`src/rtl/jpeg_dec_pkg.sv`:
```
// Shared JPEG decoder definitions: marker codes, unstuffer states, buffer defaults.
// Optional statistics outputs are enabled by the JPEG_BITSTREAM_STATS_EN macro.
package jpeg_dec_pkg;

  localparam int BUF_WIDTH_DEF  = 32;
  localparam int PEEK_WIDTH_DEF = 16;

  localparam logic [7:0] MRK_PREFIX = 8'hFF;
  localparam logic [7:0] MRK_STUFF  = 8'h00;
  localparam logic [7:0] MRK_SOI    = 8'hD8;
  localparam logic [7:0] MRK_EOI    = 8'hD9;
  localparam logic [7:0] MRK_RST0   = 8'hD0;
  localparam logic [7:0] MRK_RST1   = 8'hD1;
  localparam logic [7:0] MRK_RST2   = 8'hD2;
  localparam logic [7:0] MRK_RST3   = 8'hD3;
  localparam logic [7:0] MRK_RST4   = 8'hD4;
  localparam logic [7:0] MRK_RST5   = 8'hD5;
  localparam logic [7:0] MRK_RST6   = 8'hD6;
  localparam logic [7:0] MRK_RST7   = 8'hD7;

  typedef enum logic [1:0] {
    S_DATA   = 2'd0,
    S_FF     = 2'd1,
    S_MARKER = 2'd2
  } unstuff_state_t;

  // True for RST0..RST7, which share the top five bits 11010.
  function automatic logic is_rst_marker(input logic [7:0] code);
    return (code[7:3] == MRK_RST0[7:3]);
  endfunction

endpackage

```
`src/rtl/jpeg_byte_unstuffer.sv`:
```
// Byte-level front end: strips 0xFF00 stuffing, drops 0xFF fill, captures markers.
// With JPEG_BITSTREAM_STATS_EN defined it also counts unstuffed pairs and fill bytes.
module jpeg_byte_unstuffer
  import jpeg_dec_pkg::*;
(
  input  logic       i_clock,
  input  logic       i_reset,
  input  logic       i_flush,
  input  logic       i_byte_valid,
  input  logic [7:0] i_byte_data,
  input  logic       i_space_ok,
  input  logic       i_marker_ack,
  output logic       o_byte_ready,
  output logic       o_append_valid,
  output logic [7:0] o_append_byte,
  output logic       o_marker_valid,
  output logic [7:0] o_marker_code
`ifdef JPEG_BITSTREAM_STATS_EN
  ,
  output logic [15:0] o_stuffed_cnt,
  output logic [15:0] o_fill_cnt
`endif
);

  unstuff_state_t r_state;
  unstuff_state_t w_state_next;
  logic           w_accept;
  logic           w_stuff_evt;
  logic           w_fill_evt;
  logic           w_marker_evt;
  logic           r_marker_valid;
  logic [7:0]     r_marker_code;

  assign w_accept = i_byte_valid && o_byte_ready;

  always_ff @(posedge i_clock) begin
    if (i_reset || i_flush) begin
      r_state <= S_DATA;
    end else begin
      r_state <= w_state_next;
    end
  end

  always_comb begin
    w_state_next = r_state;
    case (r_state)
      S_DATA: begin
        if (w_accept && i_byte_data == MRK_PREFIX) w_state_next = S_FF;
      end
      S_FF: begin
        if (w_accept) begin
          if (i_byte_data == MRK_STUFF)       w_state_next = S_DATA;
          else if (i_byte_data != MRK_PREFIX) w_state_next = S_MARKER;
        end
      end
      S_MARKER: begin
        if (i_marker_ack) w_state_next = S_DATA;
      end
      default: w_state_next = S_DATA;
    endcase
  end

  always_comb begin
    o_byte_ready   = !i_reset && !i_flush && (r_state != S_MARKER) && i_space_ok;
    o_append_valid = 1'b0;
    o_append_byte  = i_byte_data;
    w_stuff_evt    = 1'b0;
    w_fill_evt     = 1'b0;
    w_marker_evt   = 1'b0;
    case (r_state)
      S_DATA: begin
        o_append_valid = w_accept && (i_byte_data != MRK_PREFIX);
      end
      S_FF: begin
        if (w_accept) begin
          if (i_byte_data == MRK_STUFF) begin
            o_append_valid = 1'b1;
            o_append_byte  = MRK_PREFIX;
            w_stuff_evt    = 1'b1;
          end else if (i_byte_data == MRK_PREFIX) begin
            w_fill_evt = 1'b1;
          end else begin
            w_marker_evt = 1'b1;
          end
        end
      end
      default: ;
    endcase
  end

  // The marker code survives flush so the decoder can still inspect it.
  always_ff @(posedge i_clock) begin
    if (i_reset) begin
      r_marker_valid <= 1'b0;
      r_marker_code  <= 8'h00;
    end else if (i_flush) begin
      r_marker_valid <= 1'b0;
    end else if (w_marker_evt) begin
      r_marker_valid <= 1'b1;
      r_marker_code  <= i_byte_data;
    end else if (r_state == S_MARKER && i_marker_ack) begin
      r_marker_valid <= 1'b0;
    end
  end

  assign o_marker_valid = r_marker_valid;
  assign o_marker_code  = r_marker_code;

`ifdef JPEG_BITSTREAM_STATS_EN
  logic [15:0] r_stuffed_cnt;
  logic [15:0] r_fill_cnt;

  always_ff @(posedge i_clock) begin
    if (i_reset || i_flush) begin
      r_stuffed_cnt <= 16'h0000;
      r_fill_cnt    <= 16'h0000;
    end else begin
      if (w_stuff_evt && r_stuffed_cnt != 16'hFFFF) r_stuffed_cnt <= r_stuffed_cnt + 16'd1;
      if (w_fill_evt && r_fill_cnt != 16'hFFFF)     r_fill_cnt    <= r_fill_cnt + 16'd1;
    end
  end

  assign o_stuffed_cnt = r_stuffed_cnt;
  assign o_fill_cnt    = r_fill_cnt;
`endif

endmodule

```
`src/rtl/jpeg_bitstream_unpacker.sv`:
```
// Left-aligned bit buffer fed by the byte unstuffer; peek/consume port for Huffman decode.
// Defining JPEG_BITSTREAM_STATS_EN exposes stuffed_cnt and fill_cnt outputs.
module jpeg_bitstream_unpacker
  import jpeg_dec_pkg::*;
#(
  parameter int BUF_WIDTH  = BUF_WIDTH_DEF,
  parameter int PEEK_WIDTH = PEEK_WIDTH_DEF
) (
  input  logic                  i_clock,
  input  logic                  i_reset,
  input  logic                  i_byte_valid,
  input  logic [7:0]            i_byte_data,
  output logic                  o_byte_ready,
  output logic [PEEK_WIDTH-1:0] o_peek_bits,
  output logic [5:0]            o_bits_avail,
  input  logic                  i_consume_valid,
  input  logic [4:0]            i_consume_len,
  input  logic                  i_flush,
  output logic                  o_marker_valid,
  output logic [7:0]            o_marker_code,
  input  logic                  i_marker_ack,
  output logic                  o_err_underflow
`ifdef JPEG_BITSTREAM_STATS_EN
  ,
  output logic [15:0]           o_stuffed_cnt,
  output logic [15:0]           o_fill_cnt
`endif
);

  logic [BUF_WIDTH-1:0] r_buf;
  logic [5:0]           r_bits_avail;
  logic                 r_err_underflow;

  logic                 w_space_ok;
  logic                 w_append_valid;
  logic [7:0]           w_append_byte;
  logic                 w_consume_ok;
  logic [BUF_WIDTH-1:0] w_buf_c;
  logic [5:0]           w_avail_c;
  logic [BUF_WIDTH-1:0] w_append_word;
  logic [BUF_WIDTH-1:0] w_buf_next;
  logic [5:0]           w_avail_next;

  assign w_space_ok = (r_bits_avail <= 6'(BUF_WIDTH - 8));

  jpeg_byte_unstuffer u_unstuffer (
    .i_clock        (i_clock),
    .i_reset        (i_reset),
    .i_flush        (i_flush),
    .i_byte_valid   (i_byte_valid),
    .i_byte_data    (i_byte_data),
    .i_space_ok     (w_space_ok),
    .i_marker_ack   (i_marker_ack),
    .o_byte_ready   (o_byte_ready),
    .o_append_valid (w_append_valid),
    .o_append_byte  (w_append_byte),
    .o_marker_valid (o_marker_valid),
    .o_marker_code  (o_marker_code)
`ifdef JPEG_BITSTREAM_STATS_EN
    ,
    .o_stuffed_cnt  (o_stuffed_cnt),
    .o_fill_cnt     (o_fill_cnt)
`endif
  );

  // Consume first, then append right below whatever bits remain.
  assign w_consume_ok  = i_consume_valid && (i_consume_len != 5'd0) &&
                         ({1'b0, i_consume_len} <= r_bits_avail);
  assign w_buf_c       = w_consume_ok ? (r_buf << i_consume_len) : r_buf;
  assign w_avail_c     = w_consume_ok ? (r_bits_avail - {1'b0, i_consume_len}) : r_bits_avail;
  assign w_append_word = {w_append_byte, {(BUF_WIDTH - 8){1'b0}}};
  assign w_buf_next    = w_append_valid ? (w_buf_c | (w_append_word >> w_avail_c)) : w_buf_c;
  assign w_avail_next  = w_append_valid ? (w_avail_c + 6'd8) : w_avail_c;

  // Bits below the valid region are kept zero, so the peek window needs no masking.
  always_ff @(posedge i_clock) begin
    if (i_reset || i_flush) begin
      r_buf           <= '0;
      r_bits_avail    <= 6'd0;
      r_err_underflow <= 1'b0;
    end else begin
      r_buf        <= w_buf_next;
      r_bits_avail <= w_avail_next;
      if (i_consume_valid && !w_consume_ok) r_err_underflow <= 1'b1;
    end
  end

  generate
    for (genvar gi = 0; gi < PEEK_WIDTH; gi++) begin : g_peek
      assign o_peek_bits[gi] = r_buf[BUF_WIDTH - PEEK_WIDTH + gi];
    end
  endgenerate

  assign o_bits_avail    = r_bits_avail;
  assign o_err_underflow = r_err_underflow;

endmodule

```
`config.mk`:
```
export PLATFORM = sky130hd
export DESIGN_NAME = jpeg_bitstream_unpacker
export DESIGN_NICKNAME = d
export VERILOG_FILES = /design/src/rtl/jpeg_dec_pkg.sv /design/src/rtl/jpeg_byte_unstuffer.sv /design/src/rtl/jpeg_bitstream_unpacker.sv
export SDC_FILE = /design/constraint.sdc
export NUM_CORES = 1
export LEC_CHECK = 0
export CORE_ASPECT_RATIO = 0.75
export CORE_MARGIN = 2
export CORE_UTILIZATION = 39
export CTS_CLUSTER_SIZE = 28
export DETAILED_ROUTE_END_ITERATION = 12
export MAX_ROUTING_LAYER = met4
export PLACE_DENSITY = 0.61
export SYNTH_ARGS = -nofsm -noshare
export SYNTH_HDL_FRONTEND = slang
export SYNTH_HIERARCHICAL = 1
export SYNTH_SLANG_ARGS = --single-unit
```
`constraint.sdc`:
```
create_clock -name i_clock -period 4.2 [get_ports i_clock]
set_input_delay 0.63 -clock i_clock [delete_from_list [all_inputs] [get_ports i_clock]]
set_output_delay 0.63 -clock i_clock [all_outputs]
set_load 0.1 [all_outputs]
```
==> qor.txt <==
================================================================================
Switch Pwr                                                           0.0004097 W
Post-synthesis async set-or-reset flop share                                  0%
IO Count                                                                      52
Max-cap check violation count                                                  0
Height of the die                                                       100.0 µm
Final routed wire length divided by cell count                          21.65 µm
CTS H-tree lvls                                                                2
Largest net degree at the start of global routing                             38
Count of unique library cells instantiated by Yosys                           79
Final hold violations                                                          0
Core Footprint                                                         12130 µm²
Routed vias/inst                                                           6.315
Number of post-CTS setup repair buffers                                        0
Die area                                                               13210 µm²
Worst path arrival time                                                  3930 ps
Max Fanout on Critical Path                                                    8
Maximum frequency from static timing analysis                          269.4 MHz
Multi-input gate area                                                   3450 µm²
CTS sink count                                                                50
Critical Path Source                                                i_consume_len[1]
Post-detailed-placement half-perimeter wirelength                       13190 µm
Yosys Warn Count                                                               6
Syn Inst Count                                                               607
Count of antenna diodes in the layout                                          0
Final worst-path cycle share                                              88.39%
Final standard cell count with taps included and fillers excluded            797
Number of global-route vias before repair                                   4648
Area occupied by registers                                              1001 µm²
CTS tree                                                                     yes
Post-Route Setup TNS                                                        0 ps
Number of vias after detailed routing                                       5033
Final non-filler cell area                                              5527 µm²
Minimum period implied by the final worst setup slack                    3712 ps
Actual slew at the worst max-slew pin                                    1037 ps
Starting utilization of the core area                                     39.55%
Synthesis-to-layout area growth                                           15.21%
Width of the die                                                        132.1 µm
Relative contribution of combinational cells to total power                25.3%
DP Area                                                                 5364 µm²
Hold buffer count at cts                                                       0
Worst IR Drop VDD                                                      0.1463 mV
Post-Synthesis Mean Instance Area                                      7.903 µm²
Relative contribution of the clock network to total power                  36.7%
Final setup violation count                                                    0
Fraction of the yosys area taken by sequential cells                      20.87%
Hold Worst Slack                                                        471.1 ps
Net count of the mapped netlist                                              633
Post-synthesis register bit count                                             50
Class of the most critical setup path                                     in2reg
Final clock skew                                                        6.777 ps
Routability cong.                                                          1.008
Hold Crit Class                                                          reg2reg
Cell count after placement                                                   789
Quantity of I/O buffers inserted on ports                                     51
RSZ-0062 raised after global routing                                       false
Power per unit of standard cell area                                232.1 nW/µm²
Count of flip-flops with a built-in enable after synthesis                     0
Seq pwr share                                                              38.0%
Antenna violations before repair                                               0
Clock Tree Buf Depth                                                           2
Setup crit start kind                                                 input port
Number of pins exceeding their max-slew limit in the final report              0
Detailed-route DRC error count                                                 0
Total Wirelength                                                        17250 µm
Global-route wire length before repair                                  26940 µm
Hold path start                                                     o_err_underflow
CTS clock-pin slew for the worst setup and hold paths                      70 ps
Sw Ratio                                                                  31.94%
Std cell rows                                                                 35
Leakage power total                                                     1.929 nW
GRT Overall Usage                                                         26.90%
Worst reg2reg path startpoint                                       o_bits_avail[2]
Element type at the critical path end                                  flip-flop
Root Buffer Master                                                  sky130_fd_sc_hd__clkbuf_16
Count of filler cells inserted in the layout                                1235
Leftover overflow at the end of global routing                                 0
PnR worst setup slack                                                   487.7 ps
Max_slew headroom                                                         29.95%
Antenna Nets Post-Route                                                        0
Post-synth design cell area                                             4797 µm²
Required time of the critical path                                       4420 ps
Run status                                                          complete, no violations
Most used flip-flop cell after synthesis                            sky130_fd_sc_hd__dfxtp_1
Internal cell power                                                  0.0008730 W
Initial DRT Pass Iterations                                                    5
Clock network latency to the later pin of the worst-skew pair             290 ps
Drt initial violations                                                       554
Number of buffers inserted during clock tree synthesis                         5
Ratio of cells with drive above 1 in the final layout                     14.42%
Post-cts gate resize count                                                     0
Worst-case setup slack after placement                                  261.1 ps
Number of nets in the layout                                                 656
================================================================================
==> power groups by stage <==
stage | logic, W | clock network, W | registers [W]
after floorplan | 0.000217 | 0 | 0.000504
after global placement | 0.000318 | 0 | 0.000498
after detailed placement | 0.000317 | 0 | 0.000498
after CTS | 0.000319 | 0.000476 | 0.000487
after global routing | 0.000346 | 0.000496 | 0.000488
final | 0.000324 | 0.000471 | 0.000487
==> path summary, 6_finish.rpt <==
check / endpoint / slack (ps) / cells past startpoint
worst max-delay path: r_buf[11] / 490 / 11
worst min-delay path: o_err_underflow / 470 / 2
worst max register to register: r_buf[3] / 700 / 8
worst min register to register: o_err_underflow / 470 / 2
==> metal layers <==
| layer | vias up | part of all wire [%] | global-route usage (%) |
|---|---|---|---|
| met2 | 272 | 40 | 36.46 |
| met1 | 2406 | 47 | 39.64 |
| met3 | 21 | 11 | 7.374 |
| met5 | - | 0 | - |
| li1 | 2334 | - | - |
| met4 | 0 | 1.4 | 5.184 |
==> sequential cells by signal, indices dropped and copies added, names as in the netlist <==
| register | count |
|---|---|
| u_unstuffer/o_marker_valid | 1 |
| o_bits_avail | 6 |
| u_unstuffer/r_state | 2 |
| u_unstuffer/o_marker_code | 8 |
| r_buf | 32 |
| o_err_underflow | 1 |
==> cells in the final DEF, fill, tap and decap left out, types with 10 or more instances in the layout <==
master                            instances
sky130_fd_sc_hd__nand2_1                 65
sky130_fd_sc_hd__nor2_1                  55
sky130_fd_sc_hd__dfxtp_1                 50
sky130_fd_sc_hd__clkdlybuf4s50_1         49
sky130_fd_sc_hd__a21oi_1                 45
sky130_fd_sc_hd__o21ai_0                 40
sky130_fd_sc_hd__mux2i_1                 33
sky130_fd_sc_hd__nand3_1                 24
sky130_fd_sc_hd__buf_4                   21
sky130_fd_sc_hd__o22ai_1                 19
sky130_fd_sc_hd__mux4_2                  19
sky130_fd_sc_hd__a211oi_1                15
sky130_fd_sc_hd__inv_1                   12
sky130_fd_sc_hd__o211ai_1                12
sky130_fd_sc_hd__mux2_2                  12
sky130_fd_sc_hd__nor3_1                  10
==> stage by stage <==
| stage | power [W] | util [%] |
|---|---|---|
| finish | 0.001283 | 45.56 |
| detailed placement | 0.0008155 | 44.22 |
| floorplan | 0.0007214 | - |
| global placement | 0.0008160 | 44.22 |
| CTS | 0.001282 | 45.56 |
| global route | 0.001330 | 45.56 |
==> cells in the mapped netlist (4+ instances only) <==
cell	count	area (µm²)
sky130_fd_sc_hd__a211oi_1	15	112.6
sky130_fd_sc_hd__inv_1	12	45.04
sky130_fd_sc_hd__o221ai_1	7	61.31
sky130_fd_sc_hd__clkbuf_1	21	78.83
sky130_fd_sc_hd__or3_1	4	25.02
sky130_fd_sc_hd__xnor2_1	4	35.03
sky130_fd_sc_hd__ha_1	6	75.07
sky130_fd_sc_hd__a221oi_1	5	43.79
sky130_fd_sc_hd__o21ai_1	9	45.04
sky130_fd_sc_hd__buf_1	8	30.03
sky130_fd_sc_hd__a21oi_1	45	225.2
sky130_fd_sc_hd__nand2_1	65	244.0
sky130_fd_sc_hd__mux4_2	19	427.9
sky130_fd_sc_hd__and3_1	5	31.28
sky130_fd_sc_hd__buf_4	16	120.1
sky130_fd_sc_hd__a31oi_1	9	56.30
sky130_fd_sc_hd__o21ai_0	41	205.2
sky130_fd_sc_hd__mux2_2	12	135.1
sky130_fd_sc_hd__a21o_1	5	37.54
sky130_fd_sc_hd__nor3_1	10	50.05
sky130_fd_sc_hd__nor2_1	55	206.5
sky130_fd_sc_hd__o22ai_1	19	118.9
sky130_fd_sc_hd__dfxtp_1	50	1001
sky130_fd_sc_hd__o211ai_1	12	90.09
sky130_fd_sc_hd__nand4_1	4	25.02
sky130_fd_sc_hd__mux2i_1	33	330.3
sky130_fd_sc_hd__nand2b_1	8	50.05
sky130_fd_sc_hd__and2_1	6	37.54
sky130_fd_sc_hd__a22oi_1	4	30.03
sky130_fd_sc_hd__nand3_1	24	120.1
sky130_fd_sc_hd__buf_2	6	30.03
==> cell families (layout without fill, tap and decap cells) <==
| family | Yosys count | after routing | share of synthesized area [%] |
|---|---|---|---|
| compound gates | 208 | 208 | 29.53 |
| mux | 65 | 65 | 18.91 |
| buf+inv | 69 | 93 | 7.303 |
| simple gates | 203 | 203 | 20.50 |
| xor+xnor | 5 | 5 | 0.9128 |
| fa+ha+maj | 7 | 7 | 1.982 |
| flops | 50 | 50 | 20.87 |
==> area by class of cell <==
cell class	instances	share of cell area (%)
Sequential cell	50	18.11
Timing Repair Buffer	71	11.82
Clock inverter	1	0.5434
Inverter	14	0.9509
Clock buffer	7	2.400
Tap cell	166	3.758
Multi-Input combinational cell	488	62.42
==> worst max-delay path: stages <==
cell and delay, ps:
sky130_fd_sc_hd__clkdlybuf4s50_1 560, sky130_fd_sc_hd__inv_1 120, sky130_fd_sc_hd__fa_1 450, sky130_fd_sc_hd__a21oi_1 250
sky130_fd_sc_hd__o21bai_1 200, sky130_fd_sc_hd__o21ai_1 380, sky130_fd_sc_hd__nand2_1 300, sky130_fd_sc_hd__a211oi_1 400
sky130_fd_sc_hd__a21oi_1 120, sky130_fd_sc_hd__a221o_1 370, sky130_fd_sc_hd__a21oi_2 150
No activity file was read; power rests on OpenSTA's default activity.
